$ cat src/rtl/spi_reg_ctrl_pkg.sv
// spi_reg_ctrl shared types.
// Command codes and FSM states.
package spi_reg_ctrl_pkg;

  typedef enum logic [7:0] {
    CMD_ADDR = 8'h2a,
    CMD_WR   = 8'h3a,
    CMD_RD   = 8'h3b
  } cmd_t;

  typedef enum logic [1:0] {
    IDLE = 2'd0,
    ADDR = 2'd1,
    RD   = 2'd2,
    WR   = 2'd3
  } state_t;

endpackage

$ cat src/rtl/spi_reg_ctrl_if.sv
// Byte-stream in, register-file strobes out.
// slave = decoder side, master = stream/regfile side.
interface spi_reg_ctrl_if #(
  parameter int REG_NUM   = 8,
  parameter int REG_WIDTH = 32
);
  localparam int AW = $clog2(REG_NUM);
  localparam int NB = REG_WIDTH / 8;
  localparam int BW = (NB > 1) ? $clog2(NB) : 1;

  logic                 dc_i;
  logic                 spi_byte_vld_i;
  logic [7:0]           spi_byte_data_i;
  logic                 reg_rd_en_o;
  logic [AW-1:0]        reg_rd_addr_o;
  logic [BW-1:0]        reg_rd_byte_o;
  logic                 reg_wr_en_o;
  logic [AW-1:0]        reg_wr_addr_o;
  logic [REG_WIDTH-1:0] reg_wr_data_o;
  logic                 err_o;

  modport slave (
    input  dc_i, spi_byte_vld_i, spi_byte_data_i,
    output reg_rd_en_o, reg_rd_addr_o, reg_rd_byte_o,
    output reg_wr_en_o, reg_wr_addr_o, reg_wr_data_o,
    output err_o
  );

  modport master (
    output dc_i, spi_byte_vld_i, spi_byte_data_i,
    input  reg_rd_en_o, reg_rd_addr_o, reg_rd_byte_o,
    input  reg_wr_en_o, reg_wr_addr_o, reg_wr_data_o,
    input  err_o
  );
endinterface

$ cat src/rtl/spi_reg_ptr.sv
// Register pointer and byte-lane counter.
// Load from base, step per byte, wrap or stop at the top.
module spi_reg_ptr #(
  parameter int REG_NUM = 8,
  parameter int NB      = 4,
  parameter int WRAP_EN = 1,
  parameter int AW      = 3,
  parameter int BW      = 2
) (
  input  logic          clk_i,
  input  logic          rst_i,
  input  logic          load_i,
  input  logic          clr_i,
  input  logic          step_i,
  input  logic [AW-1:0] base_i,
  output logic [AW-1:0] ptr_o,
  output logic [BW-1:0] idx_o,
  output logic          last_o,
  output logic          end_o
);

  logic [AW-1:0] ptr_q, ptr_d;
  logic [BW-1:0] idx_q, idx_d;
  logic          at_top;

  assign at_top = (ptr_q == AW'(REG_NUM - 1));
  assign last_o = (idx_q == BW'(NB - 1));
  assign end_o  = last_o & at_top & (WRAP_EN == 0);
  assign ptr_o  = ptr_q;
  assign idx_o  = idx_q;

  // Next pointer/index: load, clear, or advance one byte.
  always_comb begin
    ptr_d = ptr_q;
    idx_d = idx_q;
    if (load_i) ptr_d = base_i;
    if (clr_i) begin
      idx_d = '0;
    end else if (step_i) begin
      if (last_o) begin
        idx_d = '0;
        if (!at_top)          ptr_d = ptr_q + 1'b1;
        else if (WRAP_EN != 0) ptr_d = '0;
      end else begin
        idx_d = idx_q + 1'b1;
      end
    end
  end

  // Pointer/index state.
  always_ff @(posedge clk_i or posedge rst_i) begin
    if (rst_i) begin
      ptr_q <= '0;
      idx_q <= '0;
    end else begin
      ptr_q <= ptr_d;
      idx_q <= idx_d;
    end
  end

endmodule

$ cat src/rtl/spi_reg_ctrl.sv
// SPI command/data decoder for a register file.
// Read strobes per byte, assembled write words, auto-increment.
module spi_reg_ctrl
  import spi_reg_ctrl_pkg::*;
#(
  parameter int REG_NUM   = 8,
  parameter int REG_WIDTH = 32,
  parameter int WRAP_EN   = 1
) (
  input  logic           clk_i,
  input  logic           rst_i,
  spi_reg_ctrl_if.slave  bus
);

  localparam int AW = $clog2(REG_NUM);
  localparam int NB = REG_WIDTH / 8;
  localparam int BW = (NB > 1) ? $clog2(NB) : 1;

  state_t               state_q, state_d;
  logic [AW-1:0]        base_q, base_d;
  logic [REG_WIDTH-1:0] shift_q, shift_d;
  logic                 wr_en_q, wr_en_d;
  logic [AW-1:0]        wr_addr_q, wr_addr_d;
  logic [REG_WIDTH-1:0] wr_data_q, wr_data_d;
  logic                 err_q, err_d;

  logic          cmd_vld, dat_vld;
  logic          load, clr, step;
  logic [AW-1:0] ptr;
  logic [BW-1:0] idx;
  logic          last, at_end;
  logic [7:0]    byte_in;

  assign byte_in = bus.spi_byte_data_i;
  assign cmd_vld = bus.spi_byte_vld_i & ~bus.dc_i;
  assign dat_vld = bus.spi_byte_vld_i & bus.dc_i;

  spi_reg_ptr #(
    .REG_NUM (REG_NUM),
    .NB      (NB),
    .WRAP_EN (WRAP_EN),
    .AW      (AW),
    .BW      (BW)
  ) u_ptr (
    .clk_i  (clk_i),
    .rst_i  (rst_i),
    .load_i (load),
    .clr_i  (clr),
    .step_i (step),
    .base_i (base_q),
    .ptr_o  (ptr),
    .idx_o  (idx),
    .last_o (last),
    .end_o  (at_end)
  );

  assign bus.reg_rd_en_o   = (state_q == RD) & dat_vld;
  assign bus.reg_rd_addr_o = ptr;
  assign bus.reg_rd_byte_o = idx;
  assign bus.reg_wr_en_o   = wr_en_q;
  assign bus.reg_wr_addr_o = wr_addr_q;
  assign bus.reg_wr_data_o = wr_data_q;
  assign bus.err_o         = err_q;

  // Decode commands and data bytes into next state and outputs.
  always_comb begin
    state_d   = state_q;
    base_d    = base_q;
    shift_d   = shift_q;
    wr_en_d   = 1'b0;
    wr_addr_d = wr_addr_q;
    wr_data_d = wr_data_q;
    err_d     = 1'b0;
    load      = 1'b0;
    clr       = 1'b0;
    step      = 1'b0;
    if (cmd_vld) begin
      clr     = 1'b1;
      shift_d = '0;
      case (byte_in)
        CMD_RD: begin
          state_d = RD;
          load    = 1'b1;
        end
        CMD_WR: begin
          state_d = WR;
          load    = 1'b1;
        end
        CMD_ADDR: state_d = ADDR;
        default: begin
          state_d = IDLE;
          err_d   = 1'b1;
        end
      endcase
    end else if (dat_vld) begin
      case (state_q)
        ADDR: begin
          if (int'(byte_in) < REG_NUM) base_d = AW'(byte_in);
          else                         err_d  = 1'b1;
          state_d = IDLE;
        end
        RD: begin
          step = 1'b1;
          if (at_end) begin
            state_d = IDLE;
            err_d   = 1'b1;
          end
        end
        WR: begin
          step    = 1'b1;
          shift_d = (shift_q << 8) | REG_WIDTH'(byte_in);
          if (last) begin
            wr_en_d   = 1'b1;
            wr_addr_d = ptr;
            wr_data_d = shift_d;
          end
          if (at_end) begin
            state_d = IDLE;
            err_d   = 1'b1;
          end
        end
        default: ;
      endcase
    end
  end

  // FSM, base, shift register and registered outputs.
  always_ff @(posedge clk_i or posedge rst_i) begin
    if (rst_i) begin
      state_q   <= IDLE;
      base_q    <= '0;
      shift_q   <= '0;
      wr_en_q   <= 1'b0;
      wr_addr_q <= '0;
      wr_data_q <= '0;
      err_q     <= 1'b0;
    end else begin
      state_q   <= state_d;
      base_q    <= base_d;
      shift_q   <= shift_d;
      wr_en_q   <= wr_en_d;
      wr_addr_q <= wr_addr_d;
      wr_data_q <= wr_data_d;
      err_q     <= err_d;
    end
  end

endmodule
$ cat src/flat_wrapper.sv
// flat-port wrapper written by rule: the top's interface ports become plain ports
module spi_reg_ctrl_flat import spi_reg_ctrl_pkg::*;
#(
  parameter int REG_NUM   = 8,
  parameter int REG_WIDTH = 32,
  parameter int WRAP_EN   = 1
)
  (clk_i, rst_i, bus_dc_i, bus_spi_byte_vld_i, bus_spi_byte_data_i, bus_reg_rd_en_o, bus_reg_rd_addr_o, bus_reg_rd_byte_o, bus_reg_wr_en_o, bus_reg_wr_addr_o, bus_reg_wr_data_o, bus_err_o);
  spi_reg_ctrl_if #(.REG_NUM(REG_NUM), .REG_WIDTH(REG_WIDTH)) bus_i ();
  input  logic clk_i;
  input  logic rst_i;
  input wire logic [$bits(bus_i.dc_i)-1:0] bus_dc_i;
  input wire logic [$bits(bus_i.spi_byte_vld_i)-1:0] bus_spi_byte_vld_i;
  input wire logic [$bits(bus_i.spi_byte_data_i)-1:0] bus_spi_byte_data_i;
  output wire logic [$bits(bus_i.reg_rd_en_o)-1:0] bus_reg_rd_en_o;
  output wire logic [$bits(bus_i.reg_rd_addr_o)-1:0] bus_reg_rd_addr_o;
  output wire logic [$bits(bus_i.reg_rd_byte_o)-1:0] bus_reg_rd_byte_o;
  output wire logic [$bits(bus_i.reg_wr_en_o)-1:0] bus_reg_wr_en_o;
  output wire logic [$bits(bus_i.reg_wr_addr_o)-1:0] bus_reg_wr_addr_o;
  output wire logic [$bits(bus_i.reg_wr_data_o)-1:0] bus_reg_wr_data_o;
  output wire logic [$bits(bus_i.err_o)-1:0] bus_err_o;
  assign bus_i.dc_i = bus_dc_i;
  assign bus_i.spi_byte_vld_i = bus_spi_byte_vld_i;
  assign bus_i.spi_byte_data_i = bus_spi_byte_data_i;
  assign bus_reg_rd_en_o = bus_i.reg_rd_en_o;
  assign bus_reg_rd_addr_o = bus_i.reg_rd_addr_o;
  assign bus_reg_rd_byte_o = bus_i.reg_rd_byte_o;
  assign bus_reg_wr_en_o = bus_i.reg_wr_en_o;
  assign bus_reg_wr_addr_o = bus_i.reg_wr_addr_o;
  assign bus_reg_wr_data_o = bus_i.reg_wr_data_o;
  assign bus_err_o = bus_i.err_o;
  spi_reg_ctrl #(.REG_NUM(REG_NUM), .REG_WIDTH(REG_WIDTH), .WRAP_EN(WRAP_EN)) u_core (.clk_i(clk_i), .rst_i(rst_i), .bus(bus_i));
endmodule
$ cat config.mk
export PLATFORM = sky130hd
export DESIGN_NAME = spi_reg_ctrl_flat
export DESIGN_NICKNAME = d
export VERILOG_FILES = /design/src/rtl/spi_reg_ctrl_pkg.sv /design/src/rtl/spi_reg_ctrl_if.sv /design/src/rtl/spi_reg_ptr.sv /design/src/rtl/spi_reg_ctrl.sv /design/src/flat_wrapper.sv
export SDC_FILE = /design/constraint.sdc
export NUM_CORES = 1
export LEC_CHECK = 0
export BUFFER_PORTS_ARGS = -buffer_cell sky130_fd_sc_hd__buf_2
export CAP_MARGIN = 15
export CORE_MARGIN = 2
export CORE_UTILIZATION = 57
export CTS_BUF_LIST = sky130_fd_sc_hd__clkbuf_8
export DETAILED_ROUTE_END_ITERATION = 7
export MAX_ROUTING_LAYER = met4
export PLACE_DENSITY = 0.87
export SKIP_LAST_GASP = 1
export SLEW_MARGIN = 10
export SYNTH_ARGS = -nofsm -noshare
export SYNTH_HDL_FRONTEND = slang
export SYNTH_HIERARCHICAL = 1
export SYNTH_SLANG_ARGS = --single-unit
$ cat constraint.sdc
create_clock -name clk_i -period 4.4 [get_ports clk_i]
set_input_delay 0.88 -clock clk_i [delete_from_list [all_inputs] [get_ports clk_i]]
set_output_delay 0.88 -clock clk_i [all_outputs]
set_load 0.05 [all_outputs]
==> results of run 1 <==
## layout by cell type (no fill, tap or decap), types with 2 or more instances in the layout
cell / Yosys / final
dfrtp_1: 71 / 71
buf_2: 0 / 54
mux2_2: 38 / 38
a22o_1: 23 / 23
clkbuf_8: 0 / 10
nor2_1: 5 / 5
mux2_4: 4 / 4
inv_1: 4 / 3
mux2_1: 3 / 3
ha_1: 3 / 3
clkinvlp_4: 0 / 2
bufinv_16: 0 / 2
nand4b_1: 2 / 2
nor2b_1: 2 / 2
mux2i_1: 2 / 2
## per-layer routing
layer | vias up | part of all wire (%) | global-route usage (%)
li1 | 804 | - | -
met4 | 0 | 1.4 | 10.12
met3 | 10 | 4.6 | 3.614
met2 | 58 | 48 | 31.96
met1 | 890 | 46 | 30.75
met5 | - | 0 | -
## state kept, by name, summed over array words and instances (netlist names)
name	cells
u_core/bus.reg_wr_addr_o	3
u_core/u_ptr/ptr_o	3
u_core/state_q	2
u_core/bus.reg_wr_en_o	1
u_core/bus.reg_wr_data_o	32
u_core/u_ptr/idx_o	2
u_core/shift_q	24
u_core/base_q	3
u_core/bus.err_o	1
## worst max-delay path by stage
stage          startpoint                      endpoint  depth (start not counted)  slack (ns)
5_1_grt          bus_dc_i  u_core/bus.reg_wr_data_o[22]                          4        1.73
2_1_floorplan    bus_dc_i               bus_reg_rd_en_o                          2        1.69
6_report         bus_dc_i               bus_reg_rd_en_o                          4        1.80
4_1_cts          bus_dc_i               bus_reg_rd_en_o                          4        1.80
3_3_place_gp     bus_dc_i  u_core/bus.reg_wr_data_o[12]                          4        1.56
3_5_place_dp     bus_dc_i  u_core/bus.reg_wr_data_o[12]                          4        1.53
## through the flow
step	power, mW	std cells	setup WS [ns]	util, %
4_1_cts	1.284	316	1.804	70.75
3_3_place_gp	0.7035	300	1.563	65.93
5_1_grt	1.316	316	1.726	70.75
2_1_floorplan	0.6872	187	1.686	-
6_report	1.271	316	1.797	70.75
3_5_place_dp	0.7041	300	1.534	65.93
## cells in the mapped netlist, drive strengths merged
master,n
dfrtp,71
mux2,45
a22o,24
buf,5
nor2,5
clkbuf,4
inv,4
ha,3
and2,2
mux2i,2
nand2,2
nand4b,2
nor2b,2
nor3,2
a21bo,1
a21boi,1
and2b,1
and3,1
and4,1
conb,1
nand3b,1
nand4,1
nor4b,1
o211ai,1
o2bb2ai,1
o41ai,1
or4,1
xnor2,1
## report_power, final
group	leakage (nW)	switching (mW)	internal, mW
sequential	0.991	0.000492	0.653
clock	0.109	0.243	0.337
combinational	0.792	0.0291	0.00849
total	1.89	0.273	0.999
## critical path, cell delays in order
cell,delay [ns]
buf_2,0.14
and3_1,0.27
nor2b_1,0.16
buf_2,0.27
## final cells by class
type                       count  area share [%]
clock buffer                  10           4.065
clock inverter                 6           2.735
inverter                       4          0.4435
multi-input combinational    103           29.60
sequential                    71           52.48
tap                           67           2.476
timing repair buffer          55           8.204
## logic make-up (layout without fill, tap and decap cells)
kind of cell | count (synthesis) | count (layout) | synth area share, %
DFF | 71 | 71 | 62.17
muxes | 47 | 47 | 18.96
AOI/OAI and AO/OA | 29 | 29 | 8.888
and+or+nand+nor | 22 | 22 | 5.474
buffers and inverters | 13 | 75 | 2.758
adders and majority gates | 3 | 3 | 1.314
other | 1 | 1 | 0.1312
xor gates and xnor gates | 1 | 1 | 0.3065
==> flow_metrics.env, run 1 <==
export IMPL_synth_area_leaders="dfrtp_1 (62%), mux2_2 (15%), a22o_1 (7.0%)"
export IMPL_antenna_cells=0
export IMPL_clk_latency_ns=0.34
export IMPL_holdWs_ns=0.4355
export IMPL_vdd_drop_max_uv=232.2
export IMPL_syn_area_um2=2858
export IMPL_drt_pass1_iter_count=4
export IMPL_reg2reg_slack_ns=2.08
export IMPL_ff2ff_path_depth=3
export IMPL_synth_area_per_cell_um2=15.28
export IMPL_status="completed"
export IMPL_syn_num_nets=202
export IMPL_cts_resized=0
export IMPL_drt_first_iter_violations=107
export IMPL_syn_to_final_growth_pct=18.48
export IMPL_fp_coreArea_um2=4786
export IMPL_relSlewSlack_pct=38.91
export IMPL_hold_class="input port to asynchronous set/reset pin"
export IMPL_cts_tree="built"
export IMPL_grt_setup_unrepaired="no"
export IMPL_ys_types=35
export IMPL_cts_buffers=9
export IMPL_multi_input_area_um2=1002
export IMPL_clock_path_buffers=2
export IMPL_postPlaceCellArea_um2=3156
export IMPL_slew_violations=0
export IMPL_crit_fanout=8
export IMPL_fmax_ghz=0.3842
export IMPL_power_leakage_nw=1.893
export IMPL_cts_setup_buffers=0
export IMPL_yosysWarnings=6
export IMPL_setup_violations=0
export IMPL_start_util_pct=59.71
export IMPL_routedWlPerCell_um=16.69
export IMPL_die_h_um=74.81
export IMPL_synth_top_area_share_pct=62.17
export IMPL_period_share_pct=59.16
export IMPL_drt_wl_total_mm=5.275
export IMPL_top_level_ports=55
export IMPL_drc_errors=0
export IMPL_numClockSinks=71
export IMPL_critPathRequiredTime_ns=3.52
export IMPL_worst_pin_slew_ns=0.9163
export IMPL_cts_root_buf="clkbuf_8"
export IMPL_cp_arrival_ns=1.72
export IMPL_critPathKind="input port to primary output"
export IMPL_drive_above_1_share_pct=48.59
export IMPL_yosysTopAreaCell="dfrtp_1"
export IMPL_powerDensity_nw_per_um2=375.5
export IMPL_clk_pin_slew_worst_paths_ns=0.08
export IMPL_fillers=335
export IMPL_final_seq_area_um2=1777
export IMPL_antenna_found_initial=0
export IMPL_htree_levels=3
export IMPL_rr_endpoint="u_core/bus.reg_wr_data_o[22]"
export IMPL_dp_hpwl_mm=3.629
export IMPL_grt_overflow=0
export IMPL_place_congestion=0.8299
export IMPL_ctsHoldBuffers=0
export IMPL_drv_cap=0
export IMPL_yosys_register_bits=71
export IMPL_critPathCaptureType="primary output"
export IMPL_finalCriticalPeriod_ns=2.603
export IMPL_via_per_inst=5.576
export IMPL_r2r_start="u_core/state_q[1]"
export IMPL_syn_inst=187
export IMPL_design_area_um2=3386
export IMPL_vias=1762
export IMPL_grt_usage_pct=22.00
export IMPL_port_buffers=54
export IMPL_nets=259
export IMPL_fin_skew_ns=0.01001
export IMPL_grt_pass1_vias=1772
export IMPL_setup_worst_path_start_class="input port"
export IMPL_dieArea_um2=5596
export IMPL_postRouteAntennaNets=0
export IMPL_grt_first_pass_wirelength_mm=8.742
export IMPL_die_x_um=74.81
export IMPL_grt_max_degree=45
export IMPL_fin_setup_tns_ns=0
export IMPL_hold_viol_final=0
export IMPL_ys_seq_area_share_pct=62.17
export IMPL_num_rows=25
Note: power is estimated with default switching activity, not from simulation.
==> run 2: changes to the inputs <==
clock period = 2.4 ns   (was 4.4 ns; I/O delays follow)
==> run 2 against run 1 <==
Wire length is 1.2% higher. Critical path type is now flip-flop to primary output. Clock-buffer cell count unchanged. Clock power grew 39%. Via count shrank 1.4%.
==> flow_metrics.env, run 2 (synthesized netlist as in run 1, its figures left out) <==
export IMPL_layout_commonest_cell="dfrtp_1"
export IMPL_fmax_ghz=0.4936
export IMPL_dieArea_um2=5596
export IMPL_critPathKind="flip-flop to primary output"
export IMPL_grt_usage_pct=22.11
export IMPL_status="completed"
export IMPL_postRouteAntennaNets=0
export IMPL_via_per_inst=5.479
export IMPL_top_level_ports=55
export IMPL_p_seq_share_pct=57.6
export IMPL_drt_wl_total_mm=5.336
export IMPL_holdWs_ns=0.03652
export IMPL_relSlewSlack_pct=59.60
export IMPL_worst_pin_slew_ns=0.6051
export IMPL_period_share_pct=84.42
export IMPL_start_util_pct=59.71
export IMPL_drt_pass1_iter_count=4
export IMPL_drt_first_iter_violations=197
export IMPL_swShare_pct=22.94
export IMPL_hold_viol_final=0
export IMPL_grt_pass1_vias=1750
export IMPL_finalCriticalPeriod_ns=2.026
export IMPL_grt_overflow=0
export IMPL_cts_tree="built"
export IMPL_place_congestion=0.8369
export IMPL_clk_latency_ns=0.34
export IMPL_critPathCaptureType="primary output"
export IMPL_setup_worst_path_start_class="flip-flop"
export IMPL_largest_register_ffs=32
export IMPL_drv_cap=0
export IMPL_cts_resized=0
export IMPL_clock_path_buffers=2
export IMPL_fin_skew_ns=0.007948
export IMPL_grt_max_degree=40
export IMPL_critical_path_slowest_cell="dfrtp_1"
export IMPL_slew_violations=0
export IMPL_die_x_um=74.81
export IMPL_vias=1737
export IMPL_htree_levels=3
export IMPL_ctsHoldBuffers=0
export IMPL_grt_first_pass_wirelength_mm=8.569
export IMPL_numClockSinks=71
export IMPL_p_clk_share_pct=38.9
export IMPL_fin_setup_tns_ns=0
export IMPL_design_area_um2=3347
export IMPL_drive_above_1_share_pct=48.40
export IMPL_postPlaceCellArea_um2=3183
export IMPL_grt_setup_unrepaired="no"
export IMPL_combPwrFrac_pct=3.5
export IMPL_critical_path_top_delay_family="flip-flops"
export IMPL_worst_path_buf_inv=1
export IMPL_p_int_mw=1.604
export IMPL_p_sw_uw=477.5
export IMPL_powerDensity_nw_per_um2=622.0
export IMPL_fillers=335
export IMPL_num_rows=25
export IMPL_port_buffers=54
export IMPL_final_util_pct=69.93
export IMPL_max_stage_delay_ns=0.47
export IMPL_antenna_cells=0
export IMPL_fp_coreArea_um2=4786
export IMPL_dp_hpwl_mm=3.589
export IMPL_critPathRequiredTime_ns=1.92
export IMPL_crit_fanout=7
export IMPL_antenna_found_initial=0
export IMPL_power_leakage_nw=1.887
export IMPL_mostFrequentLayoutCells="dfrtp_1 (71), buf_2 (54), mux2_2 (38)"
export IMPL_syn_to_final_growth_pct=17.12
export IMPL_cp_arrival_ns=1.55
export IMPL_cts_root_buf="clkbuf_8"
export IMPL_clk_pin_slew_worst_paths_ns=0.07
export IMPL_hold_class="input port to asynchronous set/reset pin"
export IMPL_vdd_drop_max_uv=486.0
export IMPL_nets=261
export IMPL_cts_setup_buffers=0
export IMPL_cp_cell_sequence="and3_1, nor2b_1, buf_2"
export IMPL_die_h_um=74.81
export IMPL_drc_errors=0
export IMPL_total_power_mw=2.082
export IMPL_setup_violations=0
export IMPL_cts_buffers=9
export IMPL_routedWlPerCell_um=16.83
run 2: changes by cell type in the layout (fill, tap and decap cells not counted), sizes merged:
cell	delta
clkinvlp	-1
bufinv	-2
buf	+2
clkinv	+2
run 2: per-stage QoR:
| stage | setup WS (ns) | std cells |
|---|---|---|
| final | 0.3739 | 317 |
| after CTS | 0.3882 | 317 |
| after global routing | 0.3279 | 317 |
| after global placement | 0.4434 | 302 |
| after floorplan | 0.2652 | 187 |
| after detailed placement | 0.3692 | 302 |
run 2: cell type report:
class	count	area [um^2]	share of cell area, %
clock buffer	10	137.6	4.112
sequential	71	1777	53.08
tap	67	83.83	2.505
inverter	4	15.01	0.4486
clock inverter	5	26.28	0.7850
timing repair buffer	57	305.3	9.122
multi-input combinational	103	1002	29.94
run 2: final timing paths:
path	start	endpoint	slack (ns)	cells past startpoint
worst max register to register	u_core/state_q[1]	u_core/bus.reg_wr_data_o[21]	0.71	3
min in group clk_i	bus_spi_byte_data_i[2]	u_core/shift_q[2]	0.41	2
worst min-delay path	rst_i	u_core/u_ptr/idx_o[1]	0.04	2
worst min register to register	u_core/bus.reg_wr_data_o[27]	u_core/bus.reg_wr_data_o[27]	0.50	1
worst max-delay path	u_core/state_q[1]	bus_reg_rd_en_o	0.37	3
max in group asynchronous	rst_i	u_core/shift_q[6]	1.58	3
run 2: power by group through the flow:
stage | Sequential, mW | Clock (mW) | Combinational (mW)
after floorplan | 1.23 | 0 | 0.0345
after global placement | 1.22 | 0 | 0.0718
after detailed placement | 1.22 | 0 | 0.0738
after CTS | 1.20 | 0.833 | 0.0740
after global routing | 1.20 | 0.875 | 0.0818
final | 1.20 | 0.810 | 0.0730
run 2: layer usage:
layer	global-route usage, %	wire, um
met1	30.59	2592
met3	6.827	257
met2	30.48	2421
met5	-	0
met4	9.524	64
==> run 3: changes to the inputs <==
clock period = 2.1 ns   (was 2.4 ns; I/O delays follow)
==> run 3 against run 2 <==
Cell count increased by 0.95%. Clock-buffer cell count is 3 higher. Non-clock buffer count grew 2. Critical path type unchanged. Combinational power increased by 21%. Cell area grew 2.9%. Critical path depth unchanged. Global-route usage rose by 1.5 points. Clock skew decreased by 0.0021 ns.
==> flow_metrics.env, run 3 (synthesized netlist as in run 1, its figures left out) <==
export IMPL_finalCriticalPeriod_ns=1.928
export IMPL_crit_fanout=7
export IMPL_routedWlPerCell_um=17.56
export IMPL_critPathKind="flip-flop to primary output"
export IMPL_nets=263
export IMPL_cts_resized=0
export IMPL_fmax_ghz=0.5188
export IMPL_drc_errors=0
export IMPL_cts_tree="built"
export IMPL_powerDensity_nw_per_um2=791.5
export IMPL_drive_above_1_share_pct=48.62
export IMPL_htree_levels=3
export IMPL_place_inst=303
export IMPL_slew_violations=0
export IMPL_fp_coreArea_um2=4786
export IMPL_port_buffers=54
export IMPL_cts_setup_buffers=0
export IMPL_setup_violations=0
export IMPL_syn_to_final_growth_pct=20.49
export IMPL_hold_class="input port to flip-flop"
export IMPL_setup_worst_path_start_class="flip-flop"
export IMPL_grt_max_degree=67
export IMPL_grt_usage_pct=23.59
export IMPL_clk_pin_slew_worst_paths_ns=0.07
export IMPL_cts_root_buf="clkbuf_8"
export IMPL_fillers=338
export IMPL_top_level_ports=55
export IMPL_grt_setup_unrepaired="no"
export IMPL_worst_pin_slew_ns=0.5373
export IMPL_power_leakage_nw=1.934
export IMPL_instances_no_fill=320
export IMPL_drt_wl_total_mm=5.620
export IMPL_antenna_found_initial=0
export IMPL_dieArea_um2=5596
export IMPL_hold_viol_final=0
export IMPL_clock_path_buffers=2
export IMPL_start_util_pct=59.71
export IMPL_place_congestion=0.8776
export IMPL_vdd_drop_max_uv=567.1
export IMPL_fin_skew_ns=0.005802
export IMPL_grt_overflow=0
export IMPL_mostFrequentLayoutCells="dfrtp_1 (71), buf_2 (54), mux2_2 (38)"
export IMPL_fin_ws_ns=0.1724
export IMPL_num_rows=25
export IMPL_status="completed"
export IMPL_dp_hpwl_mm=3.602
export IMPL_grt_first_pass_wirelength_mm=9.246
export IMPL_drv_cap=0
export IMPL_critPathRequiredTime_ns=1.68
export IMPL_layout_commonest_cell="dfrtp_1"
export IMPL_reg2reg_slack_ns=0.45
export IMPL_postRouteAntennaNets=0
export IMPL_grt_pass1_vias=1792
export IMPL_cts_buffers=9
export IMPL_fin_setup_tns_ns=0
export IMPL_drt_pass1_iter_count=4
export IMPL_period_share_pct=91.79
export IMPL_clk_latency_ns=0.34
export IMPL_die_h_um=74.81
export IMPL_place_ws_ns=0.1598
export IMPL_largest_register_ffs=32
export IMPL_cp_arrival_ns=1.51
export IMPL_via_per_inst=5.594
export IMPL_numClockSinks=71
export IMPL_antenna_cells=0
export IMPL_drt_first_iter_violations=88
export IMPL_design_area_um2=3443
export IMPL_relSlewSlack_pct=64.10
export IMPL_vias=1790
export IMPL_holdWs_ns=0.3522
export IMPL_postPlaceCellArea_um2=3191
export IMPL_die_x_um=74.81
export IMPL_critPathCaptureType="primary output"
-- run 3: per-layer routing --
| layer | track usage, % | up-vias | routed length, um |
|---|---|---|---|
| li1 | - | 805 | - |
| met1 | 31.81 | 920 | 2531 |
| met2 | 34.51 | 52 | 2722 |
| met3 | 4.418 | 13 | 209 |
| met4 | 12.10 | 0 | 157 |
| met5 | - | - | 0 |
-- run 3: path summary, 6_finish.rpt --
kind	cells past startpoint	to	from
hold / removal	2	u_core/shift_q[1]	bus_spi_byte_data_i[1]
hold reg to reg	1	u_core/shift_q[22]	u_core/shift_q[22]
setup reg to reg	3	u_core/bus.reg_wr_data_o[9]	u_core/state_q[1]
setup / recovery	3	bus_reg_rd_en_o	u_core/state_q[1]
max in group asynchronous	4	u_core/shift_q[9]	rst_i
min in group asynchronous	3	u_core/u_ptr/ptr_o[2]	rst_i
-- run 3: cell type report --
class,instances,area (um^2),share of cell area (%)
clock buffer,13,178.9,5.196
tap,67,83.83,2.435
sequential,71,1777,51.60
timing repair buffer,59,322.8,9.375
multi-input combinational,103,1002,29.11
clock inverter,3,63.81,1.853
inverter,4,15.01,0.4360
-- run 3: power by group --
group	leakage, nW	total, mW	switching (mW)	internal (mW)
registers	0.991	1.37	0.000963	1.37
clock network	0.127	1.27	0.472	0.795
logic	0.816	0.0886	0.0644	0.0242
-- run 3: what timing repair did --
item                                    4_1_cts  5_1_grt
hold endpoints to repair                      5        0
endpoints found under the setup margin        0        0
hold buffers                                  1        0
-- run 3: worst max-delay path, cell delays in order, from the launching register on --
cell,delay (ns)
dfrtp_1,0.45
and3_1,0.30
nor2b_1,0.15
buf_2,0.27
-- run 3: per-stage QoR --
stage               power (mW)  utilization [%]
finish                   2.725            71.95
CTS                      2.750            71.95
global route             2.805            71.95
floorplan                1.440                -
detailed placement       1.482            66.67
global placement         1.480            66.67
